**src/rtl/rv32i_decode_stage.sv**
```systemverilog
// rv32i_decode_stage
//   Decode/operand stage feeding the RV32I ALU. One fetched instruction (with its
//   PC and register-file read data) is accepted per valid/ready handshake, decoded,
//   and captured into a single ID/EX register. Besides ALU operands and the ALU
//   select code it produces branch/jump target, memory and writeback controls.
//
// Ports
//   clk, rst           clock; synchronous active-high reset
//   in_valid/in_ready  upstream handshake (in_ready is combinational)
//   in_instr, in_pc    instruction word and its PC
//   in_rs1_data/rs2    register-file data for rs1_addr/rs2_addr
//   rs1_addr/rs2_addr  combinational register-file read addresses
//   flush              kill the held beat and any incoming beat
//   out_valid/ready    downstream handshake
//   out_alu_a/b/sel    ALU operands and select {funct7[5], funct3}
//   out_rd, out_rd_we  destination register and writeback enable
//   out_is_branch, out_br_funct3, out_is_jump, out_target   control-flow info
//   out_is_load, out_is_store, out_mem_funct3, out_store_data  memory info
//   out_illegal        instruction could not be decoded
module rv32i_decode_stage #(
  parameter int XLEN = 32
) (
  input  logic            clk,
  input  logic            rst,
  input  logic            in_valid,
  output logic            in_ready,
  input  logic [31:0]     in_instr,
  input  logic [XLEN-1:0] in_pc,
  input  logic [XLEN-1:0] in_rs1_data,
  input  logic [XLEN-1:0] in_rs2_data,
  output logic [4:0]      rs1_addr,
  output logic [4:0]      rs2_addr,
  input  logic            flush,
  output logic            out_valid,
  input  logic            out_ready,
  output logic [XLEN-1:0] out_alu_a,
  output logic [XLEN-1:0] out_alu_b,
  output logic [3:0]      out_alu_selectop,
  output logic [4:0]      out_rd,
  output logic            out_rd_we,
  output logic            out_is_branch,
  output logic [2:0]      out_br_funct3,
  output logic            out_is_jump,
  output logic [XLEN-1:0] out_target,
  output logic            out_is_load,
  output logic            out_is_store,
  output logic [2:0]      out_mem_funct3,
  output logic [XLEN-1:0] out_store_data,
  output logic            out_illegal
);

  if (XLEN != 32) begin : g_xlen_check
    $error("rv32i_decode_stage: only XLEN=32 is supported");
  end

  localparam logic [6:0] OPC_OP     = 7'b0110011;
  localparam logic [6:0] OPC_OPIMM  = 7'b0010011;
  localparam logic [6:0] OPC_LUI    = 7'b0110111;
  localparam logic [6:0] OPC_AUIPC  = 7'b0010111;
  localparam logic [6:0] OPC_JAL    = 7'b1101111;
  localparam logic [6:0] OPC_JALR   = 7'b1100111;
  localparam logic [6:0] OPC_BRANCH = 7'b1100011;
  localparam logic [6:0] OPC_LOAD   = 7'b0000011;
  localparam logic [6:0] OPC_STORE  = 7'b0100011;
  localparam logic [6:0] OPC_FENCE  = 7'b0001111;

  function automatic logic signed [XLEN-1:0] imm_i(input logic [31:0] ins);
    return XLEN'($signed(ins[31:20]));
  endfunction

  function automatic logic signed [XLEN-1:0] imm_s(input logic [31:0] ins);
    return XLEN'($signed({ins[31:25], ins[11:7]}));
  endfunction

  function automatic logic signed [XLEN-1:0] imm_b(input logic [31:0] ins);
    return XLEN'($signed({ins[31], ins[7], ins[30:25], ins[11:8], 1'b0}));
  endfunction

  function automatic logic signed [XLEN-1:0] imm_u(input logic [31:0] ins);
    return XLEN'($signed({ins[31:12], 12'b0}));
  endfunction

  function automatic logic signed [XLEN-1:0] imm_j(input logic [31:0] ins);
    return XLEN'($signed({ins[31], ins[19:12], ins[20], ins[30:21], 1'b0}));
  endfunction

  logic [6:0] opcode, f7;
  logic [2:0] f3;
  logic [4:0] rd_f;

  assign opcode   = in_instr[6:0];
  assign rd_f     = in_instr[11:7];
  assign f3       = in_instr[14:12];
  assign f7       = in_instr[31:25];
  assign rs1_addr = in_instr[19:15];
  assign rs2_addr = in_instr[24:20];

  // ---- p0: combinational decode of the incoming beat ----
  logic [XLEN-1:0] a_p0, b_p0, tgt_p0, sd_p0;
  logic [3:0]      sel_p0;
  logic [4:0]      rd_p0;
  logic [2:0]      brf3_p0, mf3_p0;
  logic            wr_p0, we_p0, br_p0, jmp_p0, ld_p0, st_p0, ill_p0;
  logic            is_shift;

  assign is_shift = (f3 == 3'b001) || (f3 == 3'b101);

  always_comb begin
    a_p0 = '0; b_p0 = '0; sel_p0 = '0; rd_p0 = '0; wr_p0 = 1'b0;
    br_p0 = 1'b0; brf3_p0 = '0; jmp_p0 = 1'b0; tgt_p0 = '0;
    ld_p0 = 1'b0; st_p0 = 1'b0; mf3_p0 = '0; sd_p0 = '0; ill_p0 = 1'b0;
    case (opcode)
      OPC_OP: begin
        if (f7 == 7'h00 || (f7 == 7'h20 && (f3 == 3'b000 || f3 == 3'b101))) begin
          a_p0 = in_rs1_data; b_p0 = in_rs2_data; sel_p0 = {f7[5], f3};
          rd_p0 = rd_f; wr_p0 = 1'b1;
        end else ill_p0 = 1'b1;
      end
      OPC_OPIMM: begin
        if ((f3 == 3'b001 && f7 != 7'h00) ||
            (f3 == 3'b101 && f7 != 7'h00 && f7 != 7'h20)) begin
          ill_p0 = 1'b1;
        end else begin
          a_p0 = in_rs1_data;
          // Shifts carry only the shamt so imm bit 30 does not leak into b.
          b_p0 = is_shift ? XLEN'(in_instr[24:20]) : imm_i(in_instr);
          // Imm bit 30 selects SRA only; ADDI etc. must never become SUB.
          sel_p0 = {(f3 == 3'b101) & f7[5], f3};
          rd_p0 = rd_f; wr_p0 = 1'b1;
        end
      end
      OPC_LUI: begin
        b_p0 = imm_u(in_instr); rd_p0 = rd_f; wr_p0 = 1'b1;
      end
      OPC_AUIPC: begin
        a_p0 = in_pc; b_p0 = imm_u(in_instr); rd_p0 = rd_f; wr_p0 = 1'b1;
      end
      OPC_JAL: begin
        a_p0 = in_pc; b_p0 = XLEN'(4); rd_p0 = rd_f; wr_p0 = 1'b1;
        jmp_p0 = 1'b1; tgt_p0 = in_pc + imm_j(in_instr);
      end
      OPC_JALR: begin
        if (f3 == 3'b000) begin
          a_p0 = in_pc; b_p0 = XLEN'(4); rd_p0 = rd_f; wr_p0 = 1'b1;
          jmp_p0 = 1'b1;
          tgt_p0 = (in_rs1_data + imm_i(in_instr)) & ~XLEN'(1);
        end else ill_p0 = 1'b1;
      end
      OPC_BRANCH: begin
        if (f3 != 3'b010 && f3 != 3'b011) begin
          // ALU runs a subtract; the branch unit picks the flag via br_funct3.
          a_p0 = in_rs1_data; b_p0 = in_rs2_data; sel_p0 = 4'b1000;
          br_p0 = 1'b1; brf3_p0 = f3; tgt_p0 = in_pc + imm_b(in_instr);
        end else ill_p0 = 1'b1;
      end
      OPC_LOAD: begin
        if (f3 != 3'b011 && f3 != 3'b110 && f3 != 3'b111) begin
          a_p0 = in_rs1_data; b_p0 = imm_i(in_instr); rd_p0 = rd_f; wr_p0 = 1'b1;
          ld_p0 = 1'b1; mf3_p0 = f3;
        end else ill_p0 = 1'b1;
      end
      OPC_STORE: begin
        if (f3 == 3'b000 || f3 == 3'b001 || f3 == 3'b010) begin
          a_p0 = in_rs1_data; b_p0 = imm_s(in_instr);
          st_p0 = 1'b1; mf3_p0 = f3; sd_p0 = in_rs2_data;
        end else ill_p0 = 1'b1;
      end
      OPC_FENCE: ;
      default: ill_p0 = 1'b1;
    endcase
  end

  assign we_p0 = wr_p0 & (rd_p0 != 5'd0);

  // ---- p1: ID/EX register ----
  logic            vld_p1;
  logic            xfer;
  logic [XLEN-1:0] a_p1, b_p1, tgt_p1, sd_p1;
  logic [3:0]      sel_p1;
  logic [4:0]      rd_p1;
  logic [2:0]      brf3_p1, mf3_p1;
  logic            we_p1, br_p1, jmp_p1, ld_p1, st_p1, ill_p1;

  assign in_ready = ~vld_p1 | out_ready | flush;
  assign xfer     = in_valid & in_ready;

  always_ff @(posedge clk) begin
    if (rst)            vld_p1 <= 1'b0;
    else if (flush)     vld_p1 <= 1'b0;
    else if (xfer)      vld_p1 <= 1'b1;
    else if (out_ready) vld_p1 <= 1'b0;
  end

  always_ff @(posedge clk) begin
    if (rst) begin
      a_p1 <= '0; b_p1 <= '0; sel_p1 <= '0; rd_p1 <= '0; we_p1 <= 1'b0;
      br_p1 <= 1'b0; brf3_p1 <= '0; jmp_p1 <= 1'b0; tgt_p1 <= '0;
      ld_p1 <= 1'b0; st_p1 <= 1'b0; mf3_p1 <= '0; sd_p1 <= '0; ill_p1 <= 1'b0;
    end else if (xfer && !flush) begin
      a_p1 <= a_p0; b_p1 <= b_p0; sel_p1 <= sel_p0; rd_p1 <= rd_p0; we_p1 <= we_p0;
      br_p1 <= br_p0; brf3_p1 <= brf3_p0; jmp_p1 <= jmp_p0; tgt_p1 <= tgt_p0;
      ld_p1 <= ld_p0; st_p1 <= st_p0; mf3_p1 <= mf3_p0; sd_p1 <= sd_p0; ill_p1 <= ill_p0;
    end
  end

  assign out_valid        = vld_p1;
  assign out_alu_a        = a_p1;
  assign out_alu_b        = b_p1;
  assign out_alu_selectop = sel_p1;
  assign out_rd           = rd_p1;
  assign out_rd_we        = we_p1;
  assign out_is_branch    = br_p1;
  assign out_br_funct3    = brf3_p1;
  assign out_is_jump      = jmp_p1;
  assign out_target       = tgt_p1;
  assign out_is_load      = ld_p1;
  assign out_is_store     = st_p1;
  assign out_mem_funct3   = mf3_p1;
  assign out_store_data   = sd_p1;
  assign out_illegal      = ill_p1;

endmodule

```
**config.mk**
```make
export PLATFORM = sky130hd
export DESIGN_NAME = rv32i_decode_stage
export DESIGN_NICKNAME = d
export VERILOG_FILES = /design/src/rtl/rv32i_decode_stage.sv
export SDC_FILE = /design/constraint.sdc
export NUM_CORES = 1
export LEC_CHECK = 0
export CAP_MARGIN = 20
export CORE_ASPECT_RATIO = 1.1
export CORE_MARGIN = 8
export CORE_UTILIZATION = 50
export DETAILED_ROUTE_END_ITERATION = 7
export PLACE_DENSITY = 0.81
export SYNTH_ARGS = -nofsm -noshare
export SYNTH_HDL_FRONTEND = slang
export SYNTH_SLANG_ARGS = --single-unit
export TNS_END_PERCENT = 1
```
**constraint.sdc**
```tcl
create_clock -name clk -period 4.6 [get_ports clk]
set_clock_uncertainty 0.1 [all_clocks]
set_input_delay 1.15 -clock clk [delete_from_list [all_inputs] [get_ports clk]]
set_output_delay 1.15 -clock clk [all_outputs]
set_load 0.02 [all_outputs]
```
==> flow_summary_export.csv <==
group,metric,value,unit
run_status,status,"complete, no violations",
grt,grt_pass1_wl,73.7,mm
sta,tightest_slew,0.817,ns
placement,post-place-cells,2082,
yosys,synth_top_area_frac,0.262,
run,maxCapViolations,0,
clocking,clk_pin_slew_worst_paths,0.08,ns
placement,place_hpwl,36.2,mm
setup_path,critPathLaunchType,"input pin",
routing,drt-met1-wl,18.1,mm
yosys,synth_cells,1543,
clocking,cts.sinks,150,
setup_path,endpoint_kind,"flip-flop",
yosys,yosys.area.top_type,"dfxtp_1",
routing,drt_iter0_drc,1051,
sta,layout_min_cycle_time,4.05,ns
setup_path,r2r.worst_path.cells,8,
yosys,synthTopCellsByArea,"dfxtp_1 (26%), a21oi_1 (9.3%), ha_1 (8.0%), nor2_1 (6.9%), nand2_1 (5.1%)",
clocking,clock_latency,0.43,ns
grt,antenna_found_initial,0,
yosys,synth_flop_cell,"dfxtp_1",
floorplanning,dieArea,0.0280,sq mm
routing,routed_wl,47.7,mm
sta,setup_viol,0,
clocking,cts_inserted_buffers,17,
clocking,cts_setup_buffers,0,
layout,drive_above_1_share,0.0948,
routing,drt.antenna.violating_nets,0,
sta,setup_tns,0,ns
routing,drt-vias-per-instance,6.28,
floorplanning,rows,58,
yosys,yosys_register_bits,150,
setup_path,max_stage_delay,0.55,ns
layout,fin_nets,2010,
routing,drcViolationCount,0,
power,vdd_drop_max,0.243,mV
routing,routed-wl-met3,4.74,mm
setup_path,critPathKind,"in -> reg",
yosys,syn_area,0.0115,sq mm
layout,n_antenna_cell,0,
routing,met2_length,22.3,mm
layout,areaGrowthSynthToFinish,34.5,%
yosys,async_flop_share,0,
setup_path,cp_cell_sequence,"clkdlybuf4s50_1 -> ha_1 -> fa_1 -> nand3_1 -> a211oi_1 -> nor3_1 -> o2111a_1 -> o21ai_1 -> a41oi_1 -> xnor2_1 -> a221oi_1 -> a211oi_1",
yosys,postSynthAreaPerCell,7.43,sq um
setup_path,worst_ep_required_time,4.85,ns
setup_path,cp_common_cell,"a211oi_1",
yosys,yosys.cell_types.count,84,
clocking,cts_buffer_depth,2,
sta,rsz0062_at_grt,"no",
yosys,synth_edf_count,0,
grt,gr-usage-all-layers,0.327,
grt,grt_max_degree,121,
setup_path,crit_path_max_fanout,4,
routing,top_layer,"met4",
power,p_leak,0.00559,uW
power,powerDensity,250,mW/mm^2
setup_path,worst-path-buf-inv,1,
yosys,synth.yosys.seq_area_share,0.262,
yosys,syn_nets,1752,
grt,overflow,0,
floorplanning,io_pins,294,
setup_path,arrival,4.29,ns
placement,finalWeightedCongestion,0.948,
power,total_power,3860,uW
grt,grt_pass1_vias,13169,
clocking,htree_levels,4,
routing,first_pass_iters,6,
setup_path,crit_family,"compound AO/OA/AOI/OAI gates",
floorplanning,die_h,175,um
floorplanning,fp.coreArea,0.0227,sq mm
clocking,clockRootBuffer,"clkbuf_16",
floorplanning,die_w,160,um
sta,slew_viol_final,0,
setup_path,crit_path_top_delay_cell,"clkdlybuf4s50_1",
sta,finalHoldViolations,0,
clocking,tritoncts,"built",
worst_hold_path,min_path_type,"reg -> reg",
routing,routedWlPerCell,22.5,um
routing,vias,13268,
worst_hold_path,whs_path_depth,2,
placement,numPortBuffers,293,
layout,layoutNonFillerInstCount,2114,
sta,clock.fmax,0.247,GHz
clocking,ctsHoldBuffers,0,
yosys,ys_warn_count,0,
clocking,cts_repair_resize_count,0,
setup_path,cp.depth,12,
sta,slew_headroom,0.455,
sta,min_period_over_period,0.880,
floorplanning,start_util,0.505,
-- layout make-up --
cell class,instances,area [sq um]
Multi-Input combinational cell,1248,7870
Fill cell,1981,7290
Timing Repair Buffer,357,3470
Sequential cell,150,3000
Clock buffer,17,425
Tap cell,300,375
Clock inverter,15,181
Inverter,27,101
-- cell families after synthesis --
logic type      count (synthesis)  synth area share
compound gates                552             0.330
xor+xnor                       59            0.0451
fa+ha+maj                      76            0.0849
buf+inv                       145            0.0552
flops                         150             0.262
mux                             7           0.00633
simple gates                  554             0.217
-- sequential cells by signal, indices dropped and copies added (netlist names), 3 cells and up --
name	cells
out_rd	5
out_target	32
out_store_data	32
out_alu_a	32
out_alu_b	32
out_alu_selectop	4
out_br_funct3	3
out_mem_funct3	3
-- path summary, 6_finish.rpt --
kind	startpoint	to	slack [ns]
hold / removal	out_target[12]	out_target[12]	0.35
setup reg to reg	out_valid	out_target[24]	2.42
setup / recovery	in_instr[21]	out_target[27]	0.55
hold reg to reg	out_target[12]	out_target[12]	0.35
-- metal layers --
layer	up-vias	GRT usage
met5	-	0
met4	0	0.181
li1	6169	-
met1	6300	0.365
met2	652	0.542
met3	147	0.107
-- worst min-delay path: cells and delay by family (launching register included) --
| family | cells | cell delay [ns] |
|---|---|---|
| DFF | 1 | 0.31 |
| AOI/OAI and AO/OA | 1 | 0.05 |
| and+or+nand+nor | 1 | 0.05 |
-- report_power, final --
group / leakage [uW] / switching (uW) / internal [uW]
Clock: 0.000289 / 734 / 739
Combinational: 0.00409 / 640 / 443
Sequential: 0.00121 / 1.37 / 1300
-- through the flow --
| stage | utilization | instance area (sq um) | setup slack (ns) | hold slack [ns] |
|---|---|---|---|---|
| after floorplan | - | 11500 | 1.01 | 0.425 |
| after global placement | 0.652 | 14800 | 0.175 | 0.332 |
| after detailed placement | 0.652 | 14800 | 0.178 | 0.342 |
| after CTS | 0.679 | 15400 | 0.593 | 0.354 |
| after global routing | 0.679 | 15400 | 0.388 | 0.370 |
| final | 0.679 | 15400 | 0.552 | 0.349 |
-- layout by cell type, fill, tap and decap left out, types with 5 or more instances in the layout --
cell             synthesis  layout
clkdlybuf4s50_1          0     291
a21oi_1                214     213
nor2_1                 212     212
nand2_1                157     157
dfxtp_1                150     150
nand3_1                 73      73
ha_1                    73      73
o21ai_0                 63      63
buf_4                   11      60
a21o_1                  37      37
xnor2_1                 33      33
a22oi_2                 30      30
a221oi_1                28      28
xor2_1                  26      26
inv_1                   25      25
a22oi_1                 24      24
o21ai_1                 24      22
nand4_1                 19      19
clkbuf_16                0      17
nor3_1                  16      16
and2_1                  13      13
a211oi_1                13      13
o21bai_1                13      13
nand2b_1                13      12
a31oi_1                 12      12
a222oi_1                11      11
o221ai_1                 8       8
or3_1                    8       7
and3_1                   7       7
o21a_1                   7       7
o211ai_1                 6       6
inv_8                    0       6
o22ai_1                  5       5
mux2i_1                  5       5
a221oi_2                 5       5
a221o_1                  5       5
clkinv_8                 0       5
buf_12                   0       5
-- synth_stat cells, types with 16 or more instances --
master and n:
a22oi_2 30, o21ai_1 24, o21ai_0 63, nor2_1 212, buf_2 20, clkbuf_1 71, nand4_1 19, dfxtp_1 150
a21oi_1 214, nand2_1 157, xor2_1 26, a22oi_1 24, inv_1 25, a21o_1 37, a221oi_1 28, ha_1 73
xnor2_1 33, nand3_1 73, nor3_1 16
No activity file was read; power rests on OpenSTA's default activity.
==> RTL change 1 (same flow settings) <==
Remove the case item `OPC_BRANCH` of the case on `opcode`.
--- a/src/rtl/rv32i_decode_stage.sv
+++ b/src/rtl/rv32i_decode_stage.sv
@@ -148,9 +148,2 @@
       end
-      OPC_BRANCH: begin
-        if (f3 != 3'b010 && f3 != 3'b011) begin
-          // ALU runs a subtract; the branch unit picks the flag via br_funct3.
-          a_p0 = in_rs1_data; b_p0 = in_rs2_data; sel_p0 = 4'b1000;
-          br_p0 = 1'b1; brf3_p0 = f3; tgt_p0 = in_pc + imm_b(in_instr);
-        end else ill_p0 = 1'b1;
-      end
       OPC_LOAD: begin
Behaviour: not the same (Yosys sat finds a counterexample within 4 cycles, from zero or initial values and one cycle with rst high).
==> RTL change 1 against the original RTL <==
Area after synthesis down 19%. Total power down 7.5%. Largest cell class unchanged. Routed wire length down 19%. Cell area down 14%. Worst setup slack worse by 0.16 ns. Sequential cell count down 4. Critical endpoint is now out_target[31]. Core utilization up 4.0 points. Cell count down 17%.
==> RTL change 1: results (changes against the original RTL) <==
{| class="wikitable"
! Metric !! Value
|-
| HPWL reported at the end of detailed placement || 29800 um (was 36200 um)
|-
| Antenna violations before repair || 2 (was 0)
|-
| First-pass GRT wire length || 59200 um (was 73700 um)
|-
| Fraction of layout instances using a drive strength above 1 || 0.0706 (was 0.0948)
|-
| Largest driver fanout on the critical path || 3 (was 4)
|-
| Worst Path Arrival || 4.41 ns (was 4.29 ns)
|-
| Detailed Route WL || 38800 um (was 47700 um)
|-
| Total placed instance area || 0.0126 mm^2 (was 0.0148 mm^2)
|-
| VDD IR max || 0.229 mV (was 0.243 mV)
|-
| Number of port buffers || 289 (was 293)
|-
| Reg-to-reg setup timing slack || 2.28 ns (was 2.42 ns)
|-
| Endpoint with the worst hold slack || out_store_data[22] (was out_target[12])
|-
| Post-synth top area share || 0.313 (was 0.262)
|-
| Sequential share of the synthesized area || 0.313 (was 0.262)
|-
| Crit Reg-Reg Endpoint || out_alu_b[25] (was out_target[24])
|-
| Dominant cells by area after synthesis || sky130_fd_sc_hd__dfxtp_1 (31%), sky130_fd_sc_hd__a21oi_1 (10%), sky130_fd_sc_hd__ha_1 (8.0%), sky130_fd_sc_hd__nor2_1 (7.1%), sky130_fd_sc_hd__a22oi_1 (6.0%) (was sky130_fd_sc_hd__dfxtp_1 (26%), sky130_fd_sc_hd__a21oi_1 (9.3%), sky130_fd_sc_hd__ha_1 (8.0%), sky130_fd_sc_hd__nor2_1 (6.9%), sky130_fd_sc_hd__nand2_1 (5.1%))
|-
| Cell types with the highest counts after synthesis || sky130_fd_sc_hd__a21oi_1 (188), sky130_fd_sc_hd__nor2_1 (176), sky130_fd_sc_hd__dfxtp_1 (146), sky130_fd_sc_hd__nand2_1 (110), sky130_fd_sc_hd__a22oi_1 (75) (was sky130_fd_sc_hd__a21oi_1 (214), sky130_fd_sc_hd__nor2_1 (212), sky130_fd_sc_hd__nand2_1 (157), sky130_fd_sc_hd__dfxtp_1 (150))
|-
| Count of distinct cell types in the synthesized netlist || 70 (was 84)
|-
| Filler Cell Count || 1520 (was 1981)
|-
| Fin nets || 1684 (was 2010)
|-
| Reported leakage power || 4.85 nW (was 5.59 nW)
|-
| Number of cell instances on the worst register-to-register path || 6 (was 8)
|-
| Largest net degree at the start of global routing || 100 (was 121)
|-
| Headroom to the max-slew limit || 0.263 (was 0.455)
|-
| Placer's final routability congestion estimate || 0.988 (was 0.948)
|-
| Largest stage delay, worst path || 0.52 ns (was 0.55 ns)
|-
| Result of the run || complete, no violations (unchanged)
|}
==> RTL change 1: cell families (layout without fill, tap and decap cells) <==
family	count (synthesis)	in the layout	share of synthesized area
other cells	1	5	0.000401
simple gates	410	410	0.195
compound gates	444	444	0.308
mux	2	2	0.00214
flops	146	146	0.313
fa+ha+maj	62	62	0.0847
xor+xnor	52	52	0.0488
buf+inv	101	382	0.0484
==> RTL change 1: metal layers <==
metal | share of wire | wire length [um] | up-vias | track usage
met1 | 0.38 | 14800 | 5022 | 0.363
li1 | - | - | 4978 | -
met2 | 0.47 | 18400 | 611 | 0.541
met4 | 0.052 | 2020 | 2 | 0.164
met5 | 0.00034 | 13 | - | 0
met3 | 0.094 | 3650 | 120 | 0.0793
==> RTL change 1: how the worst max path moves through the flow <==
stage / to / slack [ns]
floorplan: out_target[31] / 0.93
global placement: out_target[31] / 0.16
finish: out_target[31] / 0.39
global route: out_target[31] / 0.24
CTS: out_target[31] / 0.47
detailed placement: out_target[31] / 0.05
==> RTL change 1: cell type report <==
class	instances	area (um^2)	area share
diodes	1	2.50	0.000190
clock buffers	17	425	0.0322
clock inverters	15	185	0.0140
inverters	11	41.3	0.00313
multi-input cells	974	6010	0.455
flip-flops and latches	146	2920	0.222
well taps	243	304	0.0230
repair buffers	339	3300	0.250
==> RTL change 1: report_power, final <==
| group | internal, mW | total [mW] | switching (mW) |
|---|---|---|---|
| logic | 0.363 | 0.843 | 0.480 |
| clock network | 0.783 | 1.45 | 0.667 |
| registers | 1.27 | 1.27 | 0.00349 |
| total | 2.42 | 3.57 | 1.15 |
==> RTL change 1: worst min-delay path, cell delays in order (launching register included) <==
cell and delay [ns]:
sky130_fd_sc_hd__dfxtp_1 0.31, sky130_fd_sc_hd__nand2_1 0.05, sky130_fd_sc_hd__a21oi_1 0.05
==> RTL change 1: stage by stage <==
stage	power [mW]	worst slack (ns)	std cells	hold WS, ns
finish	3.57	0.388	1746	0.353
global route	3.69	0.244	1746	0.364
CTS	3.56	0.474	1745	0.353
detailed placement	2.13	0.0458	1713	0.344
global placement	2.13	0.161	1713	0.336
floorplan	1.79	0.927	1221	0.430
==> RTL change 2 (config.mk and constraints unchanged) <==
Made on the original files. Reset style: asynchronous (`rst`), changed in 2 clocked blocks. Comments in the files are not updated.
--- a/src/rtl/rv32i_decode_stage.sv
+++ b/src/rtl/rv32i_decode_stage.sv
@@ -186,3 +186,3 @@
 
-  always_ff @(posedge clk) begin
+  always_ff @(posedge clk or posedge rst) begin
     if (rst)            vld_p1 <= 1'b0;
@@ -193,3 +193,3 @@
 
-  always_ff @(posedge clk) begin
+  always_ff @(posedge clk or posedge rst) begin
     if (rst) begin
Formal check against the unedited RTL: differs if rst is asserted again (counterexample within 4 cycles, from zero or initial values and one cycle with rst high); with rst held inactive, the same outputs for 4 cycles.
==> RTL change 2 against the original RTL <==
Sequential cell count did not move. Routed wire length decreased by 6.9%. Core utilization rose by 1.2 points. Global-route usage down 1.1 points. Area after synthesis decreased by 2.4%. Worst setup slack got worse by 0.063 ns. Total power up 0.28%. Critical path depth did not move. Register-to-register slack worse by 0.13 ns. Cell area decreased by 1.2%. Synthesized cell count is 11% lower.
==> RTL change 2: results (changes against the original RTL) <==
{| class="wikitable"
! Metric !! Value
|-
| Result of the run || complete, no violations (unchanged)
|-
| Cell types with the highest counts after synthesis || sky130_fd_sc_hd__nand2_1 (238), sky130_fd_sc_hd__dfrtp_1 (150), sky130_fd_sc_hd__o21ai_0 (131), sky130_fd_sc_hd__a21oi_1 (96), sky130_fd_sc_hd__nor2_1 (78) (was sky130_fd_sc_hd__a21oi_1 (214), sky130_fd_sc_hd__nor2_1 (212), sky130_fd_sc_hd__nand2_1 (157), sky130_fd_sc_hd__dfxtp_1 (150))
|-
| All-layer global routing usage || 0.316 (was 0.327)
|-
| Dominant cells by area after synthesis || sky130_fd_sc_hd__dfrtp_1 (34%), sky130_fd_sc_hd__ha_1 (8.2%), sky130_fd_sc_hd__nand2_1 (8.0%), sky130_fd_sc_hd__o21ai_0 (5.9%), sky130_fd_sc_hd__a21oi_1 (4.3%) (was sky130_fd_sc_hd__dfxtp_1 (26%), sky130_fd_sc_hd__a21oi_1 (9.3%), sky130_fd_sc_hd__ha_1 (8.0%), sky130_fd_sc_hd__nor2_1 (6.9%), sky130_fd_sc_hd__nand2_1 (5.1%))
|-
| Worst hold slack || 0.369 ns (was 0.349 ns)
|-
| Number of global-route vias before repair || 11900 (was 13200)
|-
| Total vias in the final route || 12200 (was 13300)
|-
| End of the critical path || out_target[30] (was out_target[27])
|-
| Count of multi-input combinational gates || 1101 (was 1248)
|-
| Reg-to-reg setup timing slack || 2.29 ns (was 2.42 ns)
|-
| Cell count after synthesis || 1367 (was 1543)
|-
| Number of violations reported at the end of detailed-routing iteration 0 || 1189 (was 1051)
|-
| Final worst path period share || 0.894 (was 0.880)
|-
| Final std cells w/o fill || 1955 (was 2114)
|-
| Final non-clock buffer share || 0.224 (was 0.225)
|-
| Fraction of synthesized cell area in xor and xnor cells || 0.0422 (was 0.0451)
|-
| DR WL/cell || 22.7 um (was 22.5 um)
|-
| Crit Reg-Reg Endpoint || out_alu_selectop[1] (was out_target[24])
|-
| Worst Hold Launch || out_store_data[26] (was out_target[12])
|-
| Reported leakage power || 6.47 nW (was 5.59 nW)
|-
| Crit Reg-Reg Startpoint || out_valid (unchanged)
|-
| Placer's final routability congestion estimate || 0.933 (was 0.948)
|-
| Number of cell instances on the worst register-to-register path || 6 (was 8)
|-
| Multi-input gate area in the final layout || 0.00699 mm^2 (was 0.00787 mm^2)
|-
| Largest net degree at the start of global routing || 136 (was 121)
|-
| Global routing met1 resource utilization || 0.399 (was 0.365)
|-
| Post-Synth Adder-Cell Area || 0.0879 (was 0.0849)
|-
| Placement Setup Slack || 0.0974 ns (was 0.178 ns)
|-
| Endpoint with the worst hold slack || out_store_data[26] (was out_target[12])
|}
## RTL change 2: changes by cell type after synthesis, sizes merged, moves of 18 or more
cell,unedited run,this run
a21oi,217,98
nand3,74,52
nand2,158,238
buf,47,29
dfxtp,150,0
o21ai,90,150
nor2,212,78
dfrtp,0,150
## RTL change 2: metal layers
metal / routed length (um) / share of wire
met1: 17500 / 0.39
met2: 20900 / 0.47
met3: 4460 / 0.10
met4: 1510 / 0.034
met5: 0 / 0
## RTL change 2: power by group through the flow
| stage | clock [mW] | sequential [mW] | combinational, mW |
|---|---|---|---|
| 5_1_grt | 1.52 | 1.35 | 1.14 |
| 3_3_place_gp | 0 | 1.38 | 1.03 |
| 2_1_floorplan | 0 | 1.40 | 0.602 |
| 4_1_cts | 1.46 | 1.35 | 1.05 |
| 3_5_place_dp | 0 | 1.38 | 1.04 |
| 6_report | 1.45 | 1.35 | 1.06 |
